==> src/rtl/mod_n_stream_detector_if.sv <==
// mod_n_stream_detector_if: beat input and result bus of the streaming mod-N detector
interface mod_n_stream_detector_if #(
    parameter int DIVISOR        = 3,
    parameter int BITS_PER_CYCLE = 1,
    parameter int MAX_BEATS      = 255
);
    localparam int RW = $clog2(DIVISOR);
    localparam int CW = $clog2(MAX_BEATS + 1);
    logic                      in_valid;
    logic [BITS_PER_CYCLE-1:0] in_data;
    logic                      in_first;
    logic                      in_last;
    logic [RW-1:0]             rem_o;
    logic                      div_o;
    logic [CW-1:0]             beat_cnt_o;
    logic                      done_o;
    logic                      done_div_o;
    logic [RW-1:0]             done_rem_o;
    logic                      err_o;
    modport master (
        output in_valid, in_data, in_first, in_last,
        input  rem_o, div_o, beat_cnt_o, done_o, done_div_o, done_rem_o, err_o
    );
    modport slave (
        input  in_valid, in_data, in_first, in_last,
        output rem_o, div_o, beat_cnt_o, done_o, done_div_o, done_rem_o, err_o
    );
endinterface

==> src/rtl/mod_n_stream_detector.sv <==
// mod_n_stream_detector: running remainder modulo DIVISOR of an MSB-first beat stream
module mod_n_stream_detector #(
    parameter int DIVISOR        = 3,
    parameter int BITS_PER_CYCLE = 1,
    parameter int MAX_BEATS      = 255
) (
    input logic                    clk,
    input logic                    reset,
    mod_n_stream_detector_if.slave bus
);
    localparam int RW = $clog2(DIVISOR);
    localparam int CW = $clog2(MAX_BEATS + 1);
    localparam logic [RW:0]   DIV  = (RW + 1)'(DIVISOR);
    localparam logic [CW-1:0] MAXB = CW'(MAX_BEATS);
    typedef enum logic {IDLE, ACTIVE} state_t;
    state_t        state, state_next;
    logic          accept, fire_done, fire_err;
    logic [RW:0]   acc;
    logic [RW-1:0] rem_next, rem_q, done_rem_q;
    logic [CW-1:0] cnt_q;
    logic          div_q, done_q, done_div_q, err_q;
    always_ff @(posedge clk or posedge reset)
        if (reset) state <= IDLE;
        else state <= state_next;
    always_comb state_next = accept ? (bus.in_last ? IDLE : ACTIVE) : state;
    // err covers both a stray non-first beat in IDLE and a restart in ACTIVE
    always_comb begin
        accept    = bus.in_valid && (bus.in_first || state == ACTIVE);
        fire_done = accept && bus.in_last;
        fire_err  = bus.in_valid && (bus.in_first == (state == ACTIVE));
    end
    // 2r+1 < 2*DIVISOR, so one conditional subtract per bit keeps r reduced
    always_comb begin
        acc = bus.in_first ? '0 : {1'b0, rem_q};
        for (int i = BITS_PER_CYCLE - 1; i >= 0; i--) begin
            acc = {acc[RW-1:0], bus.in_data[i]};
            acc = acc >= DIV ? acc - DIV : acc;
        end
        rem_next = acc[RW-1:0];
    end
    always_ff @(posedge clk or posedge reset) begin
        if (reset) begin
            rem_q      <= '0;
            div_q      <= 1'b0;
            cnt_q      <= '0;
            done_q     <= 1'b0;
            done_div_q <= 1'b0;
            done_rem_q <= '0;
            err_q      <= 1'b0;
        end else begin
            done_q <= fire_done;
            err_q  <= fire_err;
            if (accept) begin
                rem_q <= rem_next;
                div_q <= rem_next == '0;
                cnt_q <= bus.in_first ? CW'(1) : cnt_q == MAXB ? cnt_q : cnt_q + CW'(1);
            end
            if (fire_done) begin
                done_rem_q <= rem_next;
                done_div_q <= rem_next == '0;
            end
        end
    end
    assign bus.rem_o      = rem_q;
    assign bus.div_o      = div_q;
    assign bus.beat_cnt_o = cnt_q;
    assign bus.done_o     = done_q;
    assign bus.done_div_o = done_div_q;
    assign bus.done_rem_o = done_rem_q;
    assign bus.err_o      = err_q;
endmodule
==> src/flat_wrapper.sv <==
// flat-port wrapper written by rule: the top's interface ports become plain ports
module mod_n_stream_detector_flat 
#(
    parameter int DIVISOR        = 3,
    parameter int BITS_PER_CYCLE = 1,
    parameter int MAX_BEATS      = 255
)
  (clk, reset, bus_in_valid, bus_in_data, bus_in_first, bus_in_last, bus_rem_o, bus_div_o, bus_beat_cnt_o, bus_done_o, bus_done_div_o, bus_done_rem_o, bus_err_o);
  mod_n_stream_detector_if #(.DIVISOR(DIVISOR), .BITS_PER_CYCLE(BITS_PER_CYCLE), .MAX_BEATS(MAX_BEATS)) bus_i ();
  input logic clk;
  input logic reset;
  input wire logic [$bits(bus_i.in_valid)-1:0] bus_in_valid;
  input wire logic [$bits(bus_i.in_data)-1:0] bus_in_data;
  input wire logic [$bits(bus_i.in_first)-1:0] bus_in_first;
  input wire logic [$bits(bus_i.in_last)-1:0] bus_in_last;
  output wire logic [$bits(bus_i.rem_o)-1:0] bus_rem_o;
  output wire logic [$bits(bus_i.div_o)-1:0] bus_div_o;
  output wire logic [$bits(bus_i.beat_cnt_o)-1:0] bus_beat_cnt_o;
  output wire logic [$bits(bus_i.done_o)-1:0] bus_done_o;
  output wire logic [$bits(bus_i.done_div_o)-1:0] bus_done_div_o;
  output wire logic [$bits(bus_i.done_rem_o)-1:0] bus_done_rem_o;
  output wire logic [$bits(bus_i.err_o)-1:0] bus_err_o;
  assign bus_i.in_valid = bus_in_valid;
  assign bus_i.in_data = bus_in_data;
  assign bus_i.in_first = bus_in_first;
  assign bus_i.in_last = bus_in_last;
  assign bus_rem_o = bus_i.rem_o;
  assign bus_div_o = bus_i.div_o;
  assign bus_beat_cnt_o = bus_i.beat_cnt_o;
  assign bus_done_o = bus_i.done_o;
  assign bus_done_div_o = bus_i.done_div_o;
  assign bus_done_rem_o = bus_i.done_rem_o;
  assign bus_err_o = bus_i.err_o;
  mod_n_stream_detector #(.DIVISOR(DIVISOR), .BITS_PER_CYCLE(BITS_PER_CYCLE), .MAX_BEATS(MAX_BEATS)) u_core (.clk(clk), .reset(reset), .bus(bus_i));
endmodule
==> config.mk <==
export PLATFORM = sky130hd
export DESIGN_NAME = mod_n_stream_detector_flat
export DESIGN_NICKNAME = d
export VERILOG_FILES = /design/src/rtl/mod_n_stream_detector_if.sv /design/src/rtl/mod_n_stream_detector.sv /design/src/flat_wrapper.sv
export SDC_FILE = /design/constraint.sdc
export NUM_CORES = 1
export LEC_CHECK = 0
export CAP_MARGIN = 10
export CORE_AREA = 2 2 44 46
export CTS_CLUSTER_DIAMETER = 120
export DETAILED_ROUTE_END_ITERATION = 10
export DIE_AREA = 0 0 46 48
export DONT_BUFFER_PORTS = 1
export HOLD_SLACK_MARGIN = 0.06
export PLACE_DENSITY = 0.66
export SLEW_MARGIN = 25
export SYNTH_ARGS = -nofsm -noshare
export SYNTH_HDL_FRONTEND = slang
export SYNTH_SLANG_ARGS = --single-unit
==> constraint.sdc <==
create_clock -name clk -period 1.8 [get_ports clk]
set_input_delay 0.45 -clock clk [delete_from_list [all_inputs] [get_ports clk]]
set_output_delay 0.45 -clock clk [all_outputs]
set_load 0.05 [all_outputs]
Word-level counts from Yosys, hierarchy flattened

Cells that the tools add are included.

Register bits after elaboration: 17
Input port bits: 6
Output and inout port bits: 16
Logic and storage cells: 25

Reduce and logical (&&, ||, !) cells: 6
Equality and inequality tests: 3
Add/subtract/negate cells: 2
Order comparisons: 1
Mux-type cells: 5

Operators by type and width:

| operator                                                                             | count |
|---|---|
| 8-bit two-way mux                                                                    | 2 |
| 8-bit by 1-bit adder with 8-bit output (second input constant)                       | 1 |
| 8-bit equality test (second input constant)                                          | 1 |
| 2-bit two-way mux                                                                    | 2 |
| 3-bit by 2-bit greater-or-equal comparator with 1-bit output (second input constant) | 1 |
| 1-bit logical AND                                                                    | 3 |
| 2-bit logical NOT                                                                    | 1 |
| 2-bit inequality test (second input constant)                                        | 1 |
| 2-bit AND reduction                                                                  | 1 |
| 2-bit subtractor (second input constant)                                             | 1 |
| 1-bit equality test                                                                  | 1 |
| 1-bit logical OR                                                                     | 1 |
| 1-bit two-way mux                                                                    | 1 |

Longest topological paths before layout

Gate-level depths: netlist of run 1.

Depth in word-level cells: 4
Gate-level depth with buffers: 8
Mapped depth without buffers: 6

Worst setup path before layout of run 1

OpenSTA, ideal clock, no wires.

Path type: reg-to-reg
From: register u_core.rem_q[0], in the netlist u_core.bus.rem_o[0]
To: register u_core.done_rem_q[1], in the netlist u_core.bus.done_rem_o[1]
Library setup time: 78 ps
Slack: -90 ps
Path buffers: 0
Data required time: 1722 ps
Arrival: 1813 ps
Period minus slack after synthesis: 1890 ps
Cell stages (with the launch flop): 7
Cell sequence: dfrtp_1 -> nor2b_1 -> ha_1 -> or4b_1 -> a21oi_1 -> a21oi_1 -> a21oi_1

Word-level cells in the longest chain between the ends: 3
Elaborated cells between the ends (all ways): 4
Those cells by class: add/sub (1); order compare (1); mux (2)

RTL lines:

| what                                                                                                    | line                        | text |
|---|---|---|
| start, declared                                                                                         | mod_n_stream_detector.sv:19 | `logic [RW-1:0] rem_next, rem_q, done_rem_q;` |
| start signal, assigned                                                                                  | mod_n_stream_detector.sv:54 | `rem_q <= rem_next;` |
| 2-bit two-way mux *                                                                                     | mod_n_stream_detector.sv:34 | `acc = bus.in_first ? '0 : {1'b0, rem_q};` |
| 3-bit by 2-bit greater-or-equal comparator with 1-bit output / 2-bit subtractor (equally long branches) | mod_n_stream_detector.sv:37 | `acc = acc >= DIV ? acc - DIV : acc;` |
| 2-bit two-way mux *                                                                                     | mod_n_stream_detector.sv:37 |  |
| end signal, assigned                                                                                    | mod_n_stream_detector.sv:59 | `done_rem_q <= rem_next;` |
| end, declared                                                                                           | mod_n_stream_detector.sv:19 |  |

Every way passes the cells marked *; elsewhere a longest branch is shown, timed or not.
A chain may end at the register's enable or synchronous reset.

Final worst setup path of run 1

From: register u_core.rem_q[0], in the netlist u_core.bus.rem_o[0]
To: register u_core.rem_q[1], in the netlist u_core.bus.rem_o[1]

Word-level cells in the longest chain between the ends: 3
Elaborated cells between the ends (all ways): 4
Those cells by class: add/sub (1); order compare (1); mux (2)

RTL lines:

| what                                                                                                    | line |
|---|---|
| 2-bit two-way mux *                                                                                     | mod_n_stream_detector.sv:34 |
| 3-bit by 2-bit greater-or-equal comparator with 1-bit output / 2-bit subtractor (equally long branches) | mod_n_stream_detector.sv:37 |
| 2-bit two-way mux *                                                                                     | mod_n_stream_detector.sv:37 |

Marks and branches as above.

==> out/results.tsv, run 1 <==
metric	value	unit
status	finished clean	
setup_violations	0	
hold_slack	117.6	ps
top_level_ports	22	
p_leak	0.4776	nW
avgViaCountPerCell	6.066	
synth_area_per_cell	9.693	um2
chipHeight	48	um
place.gp.congestion	0.8571	
maxCapViolations	0	
r2r-start	u_core.bus.rem_o[0]	
period_needed	1715	ps
p_int	0.6411	mW
reg2regPathDepth	6	
post-place-ws	108.4	ps
numCtsBuffers	3	
dieArea	2208	um2
drive_gt1_frac	0.2381	
fin_skew	3.297	ps
nFillCells	150	
grtUsageTotal	0.2006	
slowest_delay	520	ps
cts_tree	done	
criticalPathCategory	register to register	
synthFlopType	dfrtp_1	
cts_resized	0	
postSynthNetCount	100	
slew_headroom	0.5801	
synth.cells.most_frequent	dfrtp_1, a21oi_1, nand2_1, o21ai_0, nor2_1	
powerDensity	1096	nW/um2
critical_path_depth	6	
critPathTopFamily	simple AND/OR/NAND/NOR gates	
tightest_slew	629.1	ps
insertion_delay	290	ps
crit_buf_inv	0	
r2r_setup_slack	90	ps
p_sw_frac	0.4278	
synth_cell_types	28	
synth_edf_count	0	
post-route-period-util	0.9526	
rsz0062_at_grt	false	
pwr-share-comb	0.311	
wl_per_cell	15.56	um
place_area	996.0	um2
synth_most_common_cell	dfrtp_1	
synthesis.area	882.1	um2
stdcell_count	122	
final_area	1022	um2
power_frac_clock	0.179	
power.switching	0.4794	mW
postCtsHoldBufs	0	
netlist.area_leader.share	0.4823	
drc	0	
power_frac_seq	0.510	
n_antenna_cell	0	
ys_seq_area_frac	0.4823	
worstPathArrival	1930	ps
drv_slew	0	
first_pass_iters	4	
r2r_end	u_core.bus.rem_o[1]	
portBuffers	0	
initial_utilization	0.5222	
hold_viol_final	0	
grt_pass1_wl	3.015	mm
dp_hpwl	1.397	mm
cts.clk_slew.worst_paths	90	ps
grt_max_degree	18	
drt-initial-drc-count	20	
synth_area_leaders	dfrtp_1, a21oi_1, o21ai_0	
required	2020	ps
wirelength	1.898	mm
grt_overflow	0	
cts_buffer_depth	2	
antenna_found_initial	0	
final.setup.worst_slack	85.26	ps
ctsRootBufferMaster	clkbuf_4	
endpoint_kind	register	
cts_setup_buffers	0	
final_util	0.6052	
cp_slowest_cell	or4b_1	
vdd.ir_drop.worst	0.6381	mV
path_cells	nor2b_1 > ha_1 > or4b_1 > a21oi_1 > a21oi_1 > a21oi_1	
yosysTopAreaCell	dfrtp_1	
min_path_type	primary input to asynchronous set/reset pin	
drtAntennaViolNets	0	
core_area	1689	um2
dp_cells	118	
synth_seq_cells	17	
fp.dieW	46	um
finalSetupTns	0	ps
total_power	1.121	mW
nets	115	
num_vias	740	
htree_levels	1	
max_freq	583.2	MHz
ys.warnings.count	0	
crit_top_cell	a21oi_1	
syn2layout_area_growth	15.89	%
netlist_instances	91	
ys_async_sr_fraction	1.000	
cts.sinks	17	
path_max_fanout	6	
cp-start-kind	register	
num_rows	15	
grt_pass1_vias	672	
crit_start	u_core.bus.rem_o[0]	
==> sequential cells by signal (all words and copies together), names as in the netlist <==
signal / cells
u_core.bus.err_o: 1
u_core.bus.rem_o: 2
u_core.bus.done_div_o: 1
u_core.bus.beat_cnt_o: 8
u_core.state: 1
u_core.bus.done_o: 1
u_core.bus.div_o: 1
u_core.bus.done_rem_o: 2
==> placed cells by master, fill, tap and decap left out, types with 3 or more instances in the layout <==
cell type | Yosys | final
o21ai_0 | 8 | 8
nand3_1 | 3 | 3
nand2_1 | 8 | 8
dfrtp_2 | 0 | 3
buf_4 | 0 | 13
dfrtp_1 | 17 | 14
a21oi_1 | 13 | 13
clkbuf_4 | 0 | 3
nor2b_1 | 4 | 4
nor2_1 | 7 | 7
inv_1 | 5 | 5
a31oi_1 | 3 | 3
ha_1 | 3 | 3
==> worst register-to-register path: cells and delay by family (launching register included) <==
family | cells | cell delay (ps)
flops | 1 | 400
simple gates | 2 | 650
compound gates | 3 | 370
fa+ha+maj | 1 | 230
==> cells by family (layout without fill, tap and decap cells) <==
logic type | after synthesis | count (layout) | synth area share
AOI/OAI and AO/OA | 33 | 33 | 0.2341
and+or+nand+nor | 30 | 30 | 0.2028
DFF | 17 | 17 | 0.4823
adders and majority gates | 3 | 3 | 0.04256
buffers and inverters | 8 | 22 | 0.03830
==> power by group through the flow <==
stage	registers (mW)	clock network [mW]	logic, mW
floorplan	0.698	0	0.135
global placement	0.579	0	0.346
detailed placement	0.582	0	0.351
CTS	0.573	0.207	0.353
global route	0.581	0.232	0.380
finish	0.571	0.200	0.349
==> worst max-delay path by stage <==
| stage | endpoint | slack [ps] |
|---|---|---|
| 2_1_floorplan | u_core.bus.done_rem_o[1] | 20 |
| 4_1_cts | u_core.bus.rem_o[1] | 70 |
| 6_report | u_core.bus.rem_o[1] | 90 |
| 3_3_place_gp | u_core.bus.done_rem_o[1] | 170 |
| 3_5_place_dp | u_core.bus.rem_o[1] | 110 |
| 5_1_grt | u_core.bus.rem_o[1] | 10 |
==> area by class of cell <==
class / instances / area (um2) / share of cell area
clock buffer: 4 / 26.28 / 0.02570
inverter: 5 / 18.77 / 0.01836
timing repair buffer: 13 / 97.59 / 0.09547
multi-input combinational: 66 / 429.2 / 0.4198
tap: 17 / 21.27 / 0.02081
sequential: 17 / 429.2 / 0.4198
==> layer usage <==
layer  global-route usage  share of wire  up-vias
met2               0.3444           0.51       28
met4              0.09143          0.019        0
met1               0.2347           0.42      345
li1                     -              -      362
met3              0.05283          0.056        5
met5                    0              0        -
Note: power is estimated with default switching activity, not from simulation.
==> run 2, diff against run 1 <==
--- a/config.mk
+++ b/config.mk
@@ -6,13 +6,12 @@
 export NUM_CORES = 1
 export LEC_CHECK = 0
 export CAP_MARGIN = 10
-export CORE_AREA = 2 2 44 46
+export CORE_AREA = 2 2 46 48
 export CTS_CLUSTER_DIAMETER = 120
 export DETAILED_ROUTE_END_ITERATION = 10
-export DIE_AREA = 0 0 46 48
+export DIE_AREA = 0 0 48 50
 export DONT_BUFFER_PORTS = 1
 export HOLD_SLACK_MARGIN = 0.06
-export PLACE_DENSITY = 0.66
 export SLEW_MARGIN = 25
 export SYNTH_ARGS = -nofsm -noshare
 export SYNTH_HDL_FRONTEND = slang
==> run 2 against run 1 <==
  * Hold slack improved by 15 ps
  * First-iteration DRC count fell by 50%
  * Combinational power is 1% higher
  * Power barely moved
  * Sequential share of layout area shrank 0.90 points
  * Setup slack improved by 21 ps
==> out/results.tsv, run 2 (synthesized netlist as in run 1, its figures left out) <==
metric	value	unit
path_max_fanout	6	
finalSetupTns	0	ps
grt_max_degree	18	
final_cell_mix	buf_4, dfrtp_1, a21oi_1, nand2_1, o21ai_0	
status	finished clean	
numCtsBuffers	3	
min_path_type	primary input to asynchronous set/reset pin	
insertion_delay	280	ps
drc	0	
grt_overflow	0	
nets	116	
initial_utilization	0.4638	
criticalPathCategory	register to register	
p_int	0.6445	mW
dp_hpwl	1.506	mm
seq_area	429.2	um2
rsz0062_at_grt	false	
wirelength	1.926	mm
required	2010	ps
core_area	1902	um2
tightest_slew	643.4	ps
num_rows	16	
wl_per_cell	14.48	um
fp.dieW	48	um
cts.sinks	17	
cts_tree	done	
setup_violations	0	
period_needed	1694	ps
syn2layout_area_growth	18.44	%
grt_pass1_wl	3.167	mm
postCtsHoldBufs	0	
num_vias	747	
final_util	0.5493	
portBuffers	0	
drive_gt1_frac	0.2547	
antenna_found_initial	0	
vdd.ir_drop.worst	0.4523	mV
top_level_ports	22	
ctsRootBufferMaster	clkbuf_4	
slew_headroom	0.5706	
grtUsageTotal	0.1859	
p_leak	0.4806	nW
maxCapViolations	0	
max_freq	590.4	MHz
cts_buffer_depth	2	
multi_input_area	431.7	um2
post-route-period-util	0.9410	
power_frac_clock	0.172	
first_pass_iters	4	
total_power	1.121	mW
fin_skew	1.314	ps
worstPathArrival	1900	ps
nFillCells	168	
cts_setup_buffers	0	
dieArea	2400	um2
avgViaCountPerCell	5.617	
powerDensity	1073	nW/um2
hold_viol_final	0	
power.switching	0.4761	mW
power_frac_seq	0.513	
drv_slew	0	
chipHeight	50	um
p_sw_frac	0.4249	
drtAntennaViolNets	0	
htree_levels	1	
cts.clk_slew.worst_paths	90	ps
drt-initial-drc-count	10	
endpoint_kind	register	
cp-start-kind	register	
place.gp.congestion	0.8751	
grt_pass1_vias	751	
pwr-share-comb	0.315	
n_antenna_cell	0	
largest_reg_flops	8	
==> run 2: changes by cell type in the layout (fill, tap and decap cells not counted) <==
cell,before,now
buf_4,13,14
ha_2,0,1
ha_1,3,2
==> run 2: stage by stage <==
step,std cells,worst slack [ps],hold WS (ps),area (um2)
6_report,133,106.2,132.2,1045
3_3_place_gp,129,174.4,454.5,1016
2_1_floorplan,91,17.78,375.9,892.1
3_5_place_dp,129,86.85,462.5,1016
4_1_cts,133,58.30,147.2,1042
5_1_grt,133,37.54,180.4,1045
==> run 2: cell type report <==
cell class	count	area share
repair buffers	14	0.1006
clock buffers	4	0.02515
well taps	27	0.03234
multi-input cells	66	0.4132
flip-flops and latches	17	0.4108
inverters	5	0.01796
==> run 2: critical path, cell delays in order (launching register included) <==
cell and delay (ps):
dfrtp_2 400, nor2b_1 130, ha_2 200, or4b_1 500
a21oi_1 150, a21oi_1 80, a21oi_1 160
==> run 2: what timing repair did <==
| action | CTS | global route |
|---|---|---|
| endpoints found under the hold margin | 0 | 0 |
| resized for setup | 0 | 1 |
| endpoints found under the setup margin | 0 | 2 |
==> run 2: per-layer routing <==
| layer | GRT usage | wire length [um] | vias to the layer above |
|---|---|---|---|
| met1 | 0.2250 | 800 | 365 |
| met4 | 0.07207 | 15 | 0 |
| li1 | - | - | 363 |
| met5 | 0 | 0 | - |
| met3 | 0.04396 | 88 | 2 |
| met2 | 0.3044 | 1022 | 17 |
==> run 2: power groups by stage <==
stage | Sequential (mW) | Combinational [mW] | Clock, mW
after floorplan | 0.698 | 0.135 | 0
after global placement | 0.581 | 0.346 | 0
after detailed placement | 0.583 | 0.353 | 0
after CTS | 0.575 | 0.355 | 0.206
after global routing | 0.585 | 0.388 | 0.234
final | 0.575 | 0.354 | 0.193
==> run 2: worst paths after layout <==
path | cells after the start | to | slack (ps) | startpoint
worst max-delay path | 6 | u_core.bus.done_rem_o[1] | 110 | u_core.bus.rem_o[0]
worst min-delay path | 1 | u_core.bus.err_o | 130 | reset
worst max register to register | 6 | u_core.bus.done_rem_o[1] | 110 | u_core.bus.rem_o[0]
worst min register to register | 2 | u_core.state | 530 | u_core.state
max in group asynchronous | 1 | u_core.bus.beat_cnt_o[1] | 1210 | reset
min in group clk | 1 | u_core.bus.beat_cnt_o[7] | 260 | bus_in_first
==> run 3, diff against run 2 <==
--- a/config.mk
+++ b/config.mk
@@ -11,6 +11,7 @@
 export DETAILED_ROUTE_END_ITERATION = 10
 export DIE_AREA = 0 0 48 50
 export DONT_BUFFER_PORTS = 1
+export GPL_ROUTABILITY_DRIVEN = 0
 export HOLD_SLACK_MARGIN = 0.06
 export SLEW_MARGIN = 25
 export SYNTH_ARGS = -nofsm -noshare
==> results of run 3 <==
Final layout, timing and power as in run 2 (identical DEF).
